**config.mk**
```make
export PLATFORM = sky130hd
export DESIGN_NAME = alu_cmd_issuer
export DESIGN_NICKNAME = d
export VERILOG_FILES = /design/src/rtl/alu_cmd_issuer.sv
export SDC_FILE = /design/constraint.sdc
export NUM_CORES = 1
export LEC_CHECK = 0
export BUFFER_PORTS_ARGS = -buffer_cell sky130_fd_sc_hd__clkbuf_2
export CORE_ASPECT_RATIO = 1.2
export CORE_MARGIN = 5
export CORE_UTILIZATION = 50
export DETAILED_ROUTE_END_ITERATION = 10
export PLACE_DENSITY = 0.75
export SLEW_MARGIN = 15
export SYNTH_ARGS = -nofsm -noshare
export SYNTH_HDL_FRONTEND = slang
export SYNTH_SLANG_ARGS = --single-unit
```
**constraint.sdc**
```tcl
create_clock -name clk -period 3.9 [get_ports clk]
set_input_delay 0.78 -clock clk [delete_from_list [all_inputs] [get_ports clk]]
set_output_delay 0.78 -clock clk [all_outputs]
set_load 0.02 [all_outputs]
```
**src/rtl/alu_cmd_issuer.sv**
```systemverilog
// rtl/alu_cmd_issuer.sv - credit-based command issuer for a fixed-latency pipelined ALU
module alu_cmd_issuer #(
  parameter int WIDTH       = 32,
  parameter int ALU_LATENCY = 2,
  parameter int DEPTH       = 4,
  parameter int TAG_W       = 4
) (
  input  logic             clk,
  input  logic             rst,
  input  logic             cmd_valid,
  output logic             cmd_ready,
  input  logic [3:0]       cmd_opcode,
  input  logic [WIDTH-1:0] cmd_a,
  input  logic [WIDTH-1:0] cmd_b,
  input  logic [4:0]       cmd_shift,
  input  logic [TAG_W-1:0] cmd_tag,
  output logic [3:0]       alu_opcode,
  output logic [WIDTH-1:0] alu_input1,
  output logic [WIDTH-1:0] alu_input2,
  output logic [4:0]       alu_shiftValue,
  input  logic [WIDTH-1:0] alu_result,
  input  logic             alu_carry,
  input  logic             alu_zero,
  input  logic             alu_sign,
  output logic             rsp_valid,
  input  logic             rsp_ready,
  output logic [WIDTH-1:0] rsp_result,
  output logic             rsp_carry,
  output logic             rsp_zero,
  output logic             rsp_sign,
  output logic [TAG_W-1:0] rsp_tag,
  output logic             busy
);

  localparam int PTR_W = $clog2(DEPTH);
  localparam int CNT_W = $clog2(DEPTH + 1);
  localparam int ENT_W = WIDTH + 3 + TAG_W;
  localparam logic [CNT_W-1:0] FULL    = CNT_W'(DEPTH);
  localparam logic [CNT_W-1:0] CNT_ONE = CNT_W'(1);
  localparam logic [PTR_W-1:0] PTR_ONE = PTR_W'(1);

  logic [CNT_W-1:0]   outstanding;
  logic [CNT_W-1:0]   fifo_count;
  logic [PTR_W-1:0]   wr_ptr;
  logic [PTR_W-1:0]   rd_ptr;
  logic [ENT_W-1:0]   mem [DEPTH];
  logic [ALU_LATENCY:0] pipe_valid;
  logic [TAG_W-1:0]   pipe_tag [ALU_LATENCY+1];
  logic               accept;
  logic               pop;
  logic               capture;
  logic [ENT_W-1:0]   head;

  assign accept    = cmd_valid && cmd_ready;
  assign pop       = rsp_valid && rsp_ready;
  assign capture   = pipe_valid[ALU_LATENCY];
  // Credits cover every op from issue until its response is popped, so the FIFO never overflows.
  assign cmd_ready = (outstanding < FULL);
  assign rsp_valid = (fifo_count != '0);
  assign busy      = (outstanding != '0);
  assign head      = mem[rd_ptr];
  assign {rsp_result, rsp_carry, rsp_zero, rsp_sign, rsp_tag} = head;

  always_ff @(posedge clk) begin
    if (rst) begin
      alu_opcode     <= '0;
      alu_input1     <= '0;
      alu_input2     <= '0;
      alu_shiftValue <= '0;
    end else if (accept) begin
      alu_opcode     <= cmd_opcode;
      alu_input1     <= cmd_a;
      alu_input2     <= cmd_b;
      alu_shiftValue <= cmd_shift;
    end
  end

  // Stage ALU_LATENCY lines up with the ALU result for the op issued that many edges earlier.
  always_ff @(posedge clk) begin
    if (rst) begin
      pipe_valid <= '0;
      for (int i = 0; i <= ALU_LATENCY; i++) pipe_tag[i] <= '0;
    end else begin
      pipe_valid  <= {pipe_valid[ALU_LATENCY-1:0], accept};
      pipe_tag[0] <= cmd_tag;
      for (int i = 1; i <= ALU_LATENCY; i++) pipe_tag[i] <= pipe_tag[i-1];
    end
  end

  always_ff @(posedge clk) begin
    if (rst) begin
      wr_ptr     <= '0;
      rd_ptr     <= '0;
      fifo_count <= '0;
      for (int i = 0; i < DEPTH; i++) mem[i] <= '0;
    end else begin
      if (capture) begin
        mem[wr_ptr] <= {alu_result, alu_carry, alu_zero, alu_sign, pipe_tag[ALU_LATENCY]};
        wr_ptr      <= wr_ptr + PTR_ONE;
      end
      if (pop) rd_ptr <= rd_ptr + PTR_ONE;
      case ({capture, pop})
        2'b10:   fifo_count <= fifo_count + CNT_ONE;
        2'b01:   fifo_count <= fifo_count - CNT_ONE;
        default: fifo_count <= fifo_count;
      endcase
    end
  end

  always_ff @(posedge clk) begin
    if (rst) begin
      outstanding <= '0;
    end else begin
      case ({accept, pop})
        2'b10:   outstanding <= outstanding + CNT_ONE;
        2'b01:   outstanding <= outstanding - CNT_ONE;
        default: outstanding <= outstanding;
      endcase
    end
  end

endmodule
```
==> results.ini <==
[timing]
min_period_over_period_pct = 76.1
fin_crit_ps = 2970
finalHoldViolations = 0
setup_viol = 0
slew_headroom_pct = 26.6
whs_ps = 433
timing.fmax_mhz = 337
final_max_slew_viol_count = 0
finalWorstSetupSlack_ps = 933
finalSetupTns_ps = 0
skew_ps = 11.4
worst_pin_slew_ps = 1100
rsz0062_at_grt = no

[critical_path]
crit_family = flip-flops
critPathKind = register to output port
arrival_ps = 2190
start_kind = register
cp-end-kind = output port
max_stage_delay_ps = 1020
crit_chain = mux4_2 > clkbuf_2
slowest_stage = dfxtp_2
crit_buf_inv = 1
cp.required_ps = 3120
worstPathMaxFanout = 39

[run]
maxCapViolations = 0

[synth]
synth_warnings = 0
netlist_area_sq_mm = 0.0100
netlist_instances = 830
syn-num-nets = 950
yosysTopAreaCell = edfxtp_1
syn_avg_cell_area_sq_um = 12.1
synth.distinct_cells = 31
ys_seq_elements = 256
seq_area_frac_synth_pct = 66.8
synth_top_area_share_pct = 46.8
ys_top_cells_by_area = edfxtp_1 (47%), dfxtp_1 (20%), mux4_2 (8.8%), nand2_1 (7.0%), a21oi_1 (3.8%)

[die]
chipWidth_um = 139
fp-row-count = 56
die_y_um = 165
start_util_pct = 51.0
core-area_sq_mm = 0.0196
dieArea_sq_mm = 0.0230
ioPinCount = 231

[final_layout]
final_net_count = 1166
multi_input_area_sq_mm = 0.00294
num_antenna_cells = 0
seqCellArea_sq_mm = 0.00669
drive_gt1_share_pct = 31.1
area_growth_pct = 22.1
fillers = 1526
fin_cells = 1327

[cts]
htreeDepth = 1
hold_buffers = 0
clkSinkCount = 256
path_clk_slew_ps = 60
cts_buffers = 26
cts_tree = done
post_cts_buffers = 0
clock_latency_ps = 530
clockRootBuffer = clkbuf_16
clockBufferDepth = 3
cts_resized = 0

[global_route]
grt_max_degree = 87
antenna_found_initial = 0
gr-total-overflow = 0
grt_pass1_vias = 7098
grt_usage_pct = 19.9
grt_pass1_wl_um = 36500

[run_status]
run_status = finished, final reports clean

[detailed_routing]
wirelength_um = 23000
final_antenna_net_count = 0
drc = 0
route.detailed.vias_per_inst = 5.09
detail_route.wl_per_cell_um = 17.3
dr.pass1.iters = 4
vias = 6760
drt_iter0_drc = 319

[placement]
dp.cells = 1279
port_buffers = 230
gp_congestion = 0.754
post-place-ws_ps = 1430
hpwlAfterDp_um = 14500

[pwr]
ir_drop_mv = 0.456
powerDensity_mw_per_mm2 = 519
p_leak_nw = 5.15

[hold_path]
min_path_type = register to register

[worst reg2reg max path: cells and delay by family, from the launching register on]
family	cells	cell delay, ps
and+or+nand+nor	2	1160
buffers and inverters	1	110
DFF	1	430
[cell families after synthesis]
logic type / after synthesis / synth area share, %
and+or+nand+nor: 339 / 14.4
DFF: 256 / 66.8
buffers and inverters: 100 / 4.29
AOI/OAI and AO/OA: 84 / 4.36
muxes: 39 / 8.77
xor gates and xnor gates: 8 / 0.700
adders and majority gates: 4 / 0.650
[Yosys cell counts]
| master | number |
|---|---|
| nand2_1 | 186 |
| edfxtp_1 | 156 |
| dfxtp_1 | 100 |
| nor2_1 | 90 |
| a21oi_1 | 77 |
| inv_1 | 47 |
| and2_1 | 39 |
| mux4_2 | 39 |
| buf_2 | 24 |
| clkbuf_1 | 17 |
| nor2b_1 | 15 |
| xor2_1 | 6 |
| clkbuf_2 | 4 |
| buf_1 | 3 |
| buf_4 | 3 |
| or3_1 | 3 |
| fa_1 | 2 |
| ha_1 | 2 |
| nand2b_1 | 2 |
| o21ai_0 | 2 |
| o21bai_1 | 2 |
| xnor2_1 | 2 |
| a31o_2 | 1 |
| buf_6 | 1 |
| inv_2 | 1 |
| nand3_1 | 1 |
| nor2b_2 | 1 |
| nor4_4 | 1 |
| o311ai_0 | 1 |
| o31a_1 | 1 |
| or2_2 | 1 |
[power breakdown]
part	total, mW	switching, mW	internal, mW
registers	3.09	0.0796	3.01
logic	0.823	0.506	0.317
clock network	2.43	1.01	1.42
total	6.35	1.60	4.75
[per-layer routing]
| metal | wire length, um | vias to the layer above | GRT usage (%) |
|---|---|---|---|
| li1 | - | 3233 | - |
| met5 | 0 | - | 0 |
| met2 | 11700 | 291 | 35.4 |
| met3 | 2250 | 35 | 5.99 |
| met4 | 472 | 0 | 5.56 |
| met1 | 8510 | 3201 | 23.6 |
[state kept, by name, summed over array words and instances, names as in the netlist, named ones only]
register and count:
alu_input1 32, mem 156, alu_shiftValue 5, outstanding 3
rd_ptr 2, alu_opcode 4, pipe_valid 3, fifo_count 3
wr_ptr 2, alu_input2 32, pipe_tag 12
[path summary, 6_finish.rpt]
| path | from | endpoint | slack, ps | depth (start not counted) |
|---|---|---|---|---|
| setup / recovery | register | rsp_tag[3] | 930 | 2 |
| setup reg to reg | pipe_valid[2] | mem[0][10] | 1790 | 3 |
| hold reg to reg | pipe_valid[1] | pipe_valid[2] | 430 | 1 |
| hold / removal | pipe_valid[1] | pipe_valid[2] | 430 | 1 |
[through the flow]
step	util, %	cell area [sq um]	total power [mW]
floorplan	-	10000	3.68
global placement	58.0	11400	3.97
detailed placement	58.0	11400	3.99
CTS	62.3	12200	6.42
global route	62.3	12200	6.61
finish	62.3	12200	6.35
[final cells by class]
cell class | instances | share of cell area, %
multi-input combinational | 474 | 24.0
clock inverter | 11 | 0.839
sequential | 256 | 54.7
timing repair buffer | 240 | 10.1
inverter | 48 | 1.47
tap | 261 | 2.67
clock buffer | 37 | 6.16
[placed cells by master, fill, tap and decap left out, types with 3 or more instances in the layout]
master and count:
clkbuf_16 27, a21oi_1 77, clkbuf_8 4, or3_1 3, edfxtp_1 156, mux4_2 39, and2_1 39, clkbuf_2 229
buf_4 10, clkbuf_1 6, clkinv_2 5, dfxtp_1 98, nor2_1 90, inv_1 47, nor2b_1 14, xor2_1 6
nand2_1 186
No activity file was read; power rests on OpenSTA's default activity.
